===== src/rtl/ds_dac_multi.sv =====
// Multi-channel first-order delta-sigma DAC. Frames enter a one-deep pending buffer via
// valid/ready and move to the modulators on each frame tick. An empty buffer at a tick is flagged as an underrun.
module ds_dac_multi #(
    parameter int WIDTH    = 8,
    parameter int CHANNELS = 2,
    parameter int RATE_DIV = 256
) (
    input  logic                      clk,
    input  logic                      reset,
    input  logic [CHANNELS*WIDTH-1:0] sample,
    input  logic                      sample_valid,
    output logic                      sample_ready,
    input  logic                      mute,
    output logic                      frame_tick,
    output logic                      underrun,
    output logic [CHANNELS-1:0]       analog
);

    localparam int                CNT_W    = $clog2(RATE_DIV);
    localparam int                ACC_W    = WIDTH + 2;
    localparam logic [CNT_W-1:0]  CNT_LAST = CNT_W'(RATE_DIV - 1);
    localparam logic [WIDTH-1:0]  MID      = {1'b1, {(WIDTH-1){1'b0}}};
    localparam logic [ACC_W-1:0]  ACC_RST  = {2'b01, {WIDTH{1'b0}}};

    logic [CNT_W-1:0]                 r_cnt;
    logic                             r_pend_full;
    logic [CHANNELS-1:0][WIDTH-1:0]   r_pend;
    logic [CHANNELS-1:0][WIDTH-1:0]   r_act;
    logic [CHANNELS-1:0][ACC_W-1:0]   r_acc;
    logic                             r_frame_tick;
    logic                             r_underrun;
    logic                             w_tick;
    logic                             w_accept;

    // Feedback subtracts 2^WIDTH when the MSB is set (adding 3*2^WIDTH mod 2^(WIDTH+2)),
    // which keeps the accumulator within [2^WIDTH, 3*2^WIDTH).
    function automatic logic [ACC_W-1:0] mod_next(input logic [ACC_W-1:0] acc,
                                                  input logic [WIDTH-1:0] din);
        logic [ACC_W-1:0] fb;
        fb = {acc[ACC_W-1], acc[ACC_W-1], {WIDTH{1'b0}}};
        return acc + {2'b00, din} + fb;
    endfunction

    function automatic logic [WIDTH-1:0] mod_input(input logic m, input logic [WIDTH-1:0] act);
        return m ? MID : act;
    endfunction

    assign w_tick       = (r_cnt == CNT_LAST);
    assign w_accept     = sample_valid && !r_pend_full;
    assign sample_ready = !r_pend_full;
    assign frame_tick   = r_frame_tick;
    assign underrun     = r_underrun;

    always_ff @(posedge clk) begin
        if (reset) begin
            r_cnt        <= '0;
            r_pend_full  <= 1'b0;
            r_pend       <= {CHANNELS{MID}};
            r_act        <= {CHANNELS{MID}};
            r_acc        <= {CHANNELS{ACC_RST}};
            r_frame_tick <= 1'b0;
            r_underrun   <= 1'b0;
        end else begin
            r_cnt        <= w_tick ? '0 : r_cnt + CNT_W'(1);
            r_frame_tick <= w_tick;
            r_underrun   <= w_tick && !r_pend_full;
            // A tick with a full buffer blocks acceptance (ready is low), so the branches never collide.
            if (w_tick && r_pend_full) begin
                r_act       <= r_pend;
                r_pend_full <= 1'b0;
            end else if (w_accept) begin
                r_pend      <= sample;
                r_pend_full <= 1'b1;
            end
            for (int n = 0; n < CHANNELS; n++) begin
                r_acc[n] <= mod_next(r_acc[n], mod_input(mute, r_act[n]));
            end
        end
    end

    always_comb begin
        analog = '0;
        for (int n = 0; n < CHANNELS; n++) begin
            analog[n] = r_acc[n][ACC_W-1];
        end
    end

endmodule


===== config.mk =====
export PLATFORM = sky130hd
export DESIGN_NAME = ds_dac_multi
export DESIGN_NICKNAME = d
export VERILOG_FILES = /design/src/rtl/ds_dac_multi.sv
export SDC_FILE = /design/constraint.sdc
export NUM_CORES = 1
export LEC_CHECK = 0
export CAP_MARGIN = 25
export CORE_MARGIN = 2
export CORE_UTILIZATION = 32
export CTS_BUF_LIST = sky130_fd_sc_hd__clkbuf_4 sky130_fd_sc_hd__clkbuf_8
export DETAILED_ROUTE_END_ITERATION = 16
export DONT_BUFFER_PORTS = 1
export PLACE_DENSITY = 0.48
export SLEW_MARGIN = 20
export SYNTH_ARGS = -nofsm -noshare
export SYNTH_HDL_FRONTEND = slang
export SYNTH_SLANG_ARGS = --single-unit

===== constraint.sdc =====
create_clock -name clk -period 2.7 [get_ports clk]
set_clock_uncertainty 0.1 [all_clocks]
set_input_delay 0.405 -clock clk [delete_from_list [all_inputs] [get_ports clk]]
set_output_delay 0.405 -clock clk [all_outputs]
set_load 0.1 [all_outputs]

---- Word-level counts from Yosys, hierarchy flattened ----
Index checks and enable logic that the tools add are counted.
storage, ports and cells
  bits in registers ....................... 63
  input bits .............................. 20
  output and inout port bits .............. 5
  logic and storage cells ................. 26
operators by class
  add/subtract/negate cells ............... 5
  eq/ne operators ......................... 1
  muxes and demuxes ....................... 2
  bitwise gates (word level) .............. 1
  reductions and logical operators ........ 7
operator list
  cell                                          number
  adder 10 bit                                  2
  adder 10 x 8 -> 10 bit                        2
  two-way mux 8 bit                             2
  adder 8 x 1 -> 8 bit (second input constant)  1
  equality test 8 bit (second input constant)   1
  OR reduction 2 bit                            2
  logical AND 1 bit                             3
  AND reduction 2 bit                           1
  logical NOT 1 bit                             1
  inverter 1 bit                                1

---- Depth between registers and ports, before layout ----
  word-level depth ........................ 4
  gate-level depth with buffers ........... 9
  mapped depth without buffers ............ 8

---- Least setup slack after synthesis ----
Ideal clock, no wire load.
  path kind ............................... input to register
  start ................................... input mute
  end ..................................... register r_acc[16] (netlist bit)
  library setup time ...................... 0.079 ns
  arrival ................................. 2.181 ns
  data required time ...................... 2.521 ns
  setup slack ............................. 0.340 ns
  stages on the path ...................... 8
  cell sequence ........................... clkbuf_1 nor2b_1 ha_1 fa_1 a211oi_1 nor2_1 or4_1 o211ai_1
on the way
  cells in the longest elaborated chain, start to end .. 3
ends and longest elaborated chain
  what                           RTL line  text
  start, declared                13        input logic mute,
  two-way mux 8 bit              45        return m ? MID : act;
  adder 10 x 8 -> 10 bit         41        return acc + {2'b00, din} + fb;
  adder 10 bit                   41
  end signal, assigned           60        r_acc <= {CHANNELS{ACC_RST}};
  end signal, assigned by index  76        r_acc[n] <= mod_next(r_acc[n], mod_input(mute, r_act[n]));
  end, declared                  29        logic [CHANNELS-1:0][ACC_W-1:0] r_acc;
No other way between the ends.
A chain may end at the register's enable or synchronous reset.

---- Final worst setup path ----
  start ................................... register r_act[8] (netlist bit)
  end ..................................... register r_acc[16] (netlist bit)
on the way
  cells in the longest elaborated chain, start to end .. 3
ends and longest elaborated chain
  what                    RTL line  text
  start, declared         28        logic [CHANNELS-1:0][WIDTH-1:0] r_act;
  start signal, assigned  59        r_act <= {CHANNELS{MID}};
  start signal, assigned  69        r_act <= r_pend;
  two-way mux 8 bit       45
  adder 10 x 8 -> 10 bit  41
  adder 10 bit            41
No other way between the ends.

==> results.md <==
- Routability congestion estimate from global placement: 0.7663
- Largest family of logic cells by synthesized area: simple AND/OR/NAND/NOR gates
- Final Core Density: 35.99%
- Synth unique cells: 44
- Post-Synthesis Cells: 335
- Cell count of the worst reg-to-reg path: 7
- CTS sink count: 63
- Synth Net Count: 376
- Worst reg2reg path startpoint: r_act[8]
- Post-CTS Setup Bufs: 0
- Power, Total: 2.095 mW
- Root Buffer: clkbuf_8
- Final Cell Area: 3278 um2
- RR Endpoint: r_acc[16]
- Die H: 100.1 um
- Fin. Hold Viols: 0
- Max FO, Critical Path: 4
- ANT nets after route: 0
- DRC Markers: 0
- Pwr Density: 639.2 nW/um2
- Routed WL: 5357 um
- Mapped Area: 2958 um2
- Max-slew headroom: 37.01%
- Post-synth top flop: dfxtp_1
- Maximum VDD drop: 0.2628 mV
- CTS max path bufs: 2
- Max-cap viol count: 0
- Final setup viols: 0
- ANT cells: 0
- Hold/Removal Path Class: input pin to register
- Clock tree from TritonCTS: done
- Clock Latency Late Sink: 330 ps
- Synth top area share: 42.64%
- Core outline area: 9109 um2
- Wirelength per Cell: 11.88 um
- Top post-synthesis cells by area: dfxtp_1, ha_1, nand2_1
- Post-CTS Hold Fix Bufs: 0
- Worst EP arrival: 2320 ps
- Fmax: 462.1 MHz
- Compound-Gate Fraction of Synth Area: 11.51%
- Synth warn: 0
- Critical Path RT: 2860 ps
- Total track usage: 11.71%
- Mux share of post-synthesis cell area: 5.795%
- FILL cells: 972
- Crit. End Element: register
- Grt total ovfl: 0
- Multi-input gate area: 1587 um2
- Reg clk slew, reported paths: 70 ps
- Num ports: 25
- Simple-Gate Fraction of Synth Area: 24.28%
- Initial Utilization: 32.47%
- Area leader, netlist: dfxtp_1
- DRT iter0 DRCs: 70
- TritonCTS Buffers: 9
- Number of buffers added on ports: 0
- Worst hold start: reset
- WHS Path Cells: 1
- Critical path class: register to register
- DRT Pass-1 Iters: 4
- Placed cell areas: 3050 um2
- Synth Area in Adders: 9.391%
- Period minus WS final: 2164 ps
- Die area: 10030 um2
- DR vias: 2155
- FF-to-FF setup slack: 540 ps
- Crit path launch type: register
- Leak Pwr: 1.305 nW
- Synthesis-to-finish area growth: 10.83%
- Register area: 1261 um2
- Width of the die: 100.1 um
- Syn avg cell area: 8.829 um2
- Nets: 376
- Crit share post-route: 80.15%
- First-pass GRT wire length: 9501 um
- Rows: 35
- Worst hold endpoint: r_acc[1]
- Vias in the first global route: 2054
- Share of cells above drive strength 1: 8.824%
- Hold slack: 39.00 ps
- Final max-slew violation count: 0
- Drt via density: 4.778
- Post-placement setup slack: 540.0 ps
- Inst Count DP: 435
- Pin count of the biggest net entering global routing: 74
- CTS H-Tree Depth: 3
- Xor-xnor portion of the synthesized cell area: 2.369%
- Final Non-Filler Cells: 451
- Post-synth EDFFs: 0
- Hpwl dp: 3665 um
- Setup TNS: 0 ps
- Register area share after synthesis: 42.64%
- Post-synth ARST share: 0%
- PnR worst setup slack: 535.9 ps
- Status: finished clean
- CTS resizes: 0
- Antenna violations before repair: 0
- Yosys reg bits: 63
- Worst-Margin Slew: 943.5 ps
- RSZ-0062 raised after global routing: no
metal layers:
layer	share of wire [%]	track usage, %	up-vias
li1	-	-	1144
met4	1.6	4.742	0
met2	40	16.16	29
met1	54	17.00	973
met3	3.9	3.412	9
met5	0	0	-
cell usage in the layout, fill, tap and decap left out, types with 5 or more instances in the layout:
cell      Yosys  layout
dfxtp_1      63      63
nand2_1      45      45
nor2_1       41      41
a21oi_1      25      25
nor2b_1      22      22
ha_1         19      19
mux2i_1      16      16
nor3_1       12      12
clkbuf_8      0       9
inv_1         7       7
xnor2_1       6       6
nand3_1       5       5
o21ai_0       5       5
buf_4         2       5
power breakdown:
| group | internal [mW] | total (mW) | switching (mW) | leakage [nW] |
|---|---|---|---|---|
| clock network | 0.533 | 0.931 | 0.398 | 0.115 |
| registers | 0.968 | 0.984 | 0.0167 | 0.513 |
| logic | 0.0681 | 0.180 | 0.112 | 0.677 |
sequential cells by signal (all words and copies together) (netlist names):
| signal | cells |
|---|---|
| analog | 2 |
| frame_tick | 1 |
| r_acc | 18 |
| r_act | 16 |
| r_cnt | 8 |
| r_pend | 16 |
| r_pend_full | 1 |
| underrun | 1 |
worst max-delay path: stages, from the launching register on:
cell,delay [ps]
dfxtp_1,320
nor2b_1,130
ha_1,200
fa_1,430
a211oi_1,220
nor2_1,120
or4_1,470
o211ai_1,100
final cells by class:
type / instances / area share (%)
Clock buffer: 9 / 3.779
Inverter: 7 / 0.8015
Sequential cell: 63 / 38.47
Multi-Input combinational cell: 249 / 48.40
Tap cell: 111 / 4.237
Timing Repair Buffer: 5 / 1.145
Clock inverter: 7 / 3.168
cell families (layout without fill, tap and decap cells):
family	count (synthesis)	after routing
buf+inv	23	28
xor+xnor	8	8
mux	17	17
fa+ha+maj	21	21
compound gates	55	55
flops	63	63
simple gates	148	148
how the worst max path moves through the flow:
stage,startpoint,to,slack [ps]
final,r_act[8],r_acc[16],540
after global routing,r_act[8],r_acc[16],430
after CTS,r_act[8],r_acc[16],540
after detailed placement,mute,r_acc[16],540
after global placement,mute,r_acc[16],550
after floorplan,mute,r_acc[16],340
Yosys cell counts (4+ instances only):
master / count
dfxtp_1: 63
nand2_1: 45
nor2_1: 41
a21oi_1: 25
nor2b_1: 22
ha_1: 19
mux2i_1: 16
nor3_1: 12
clkbuf_1: 7
inv_1: 7
xnor2_1: 6
nand3_1: 5
o21ai_0: 5
a211oi_1: 4
a21o_1: 4
buf_1: 4
o21a_1: 4
Power figures use the tool's default switching activity.
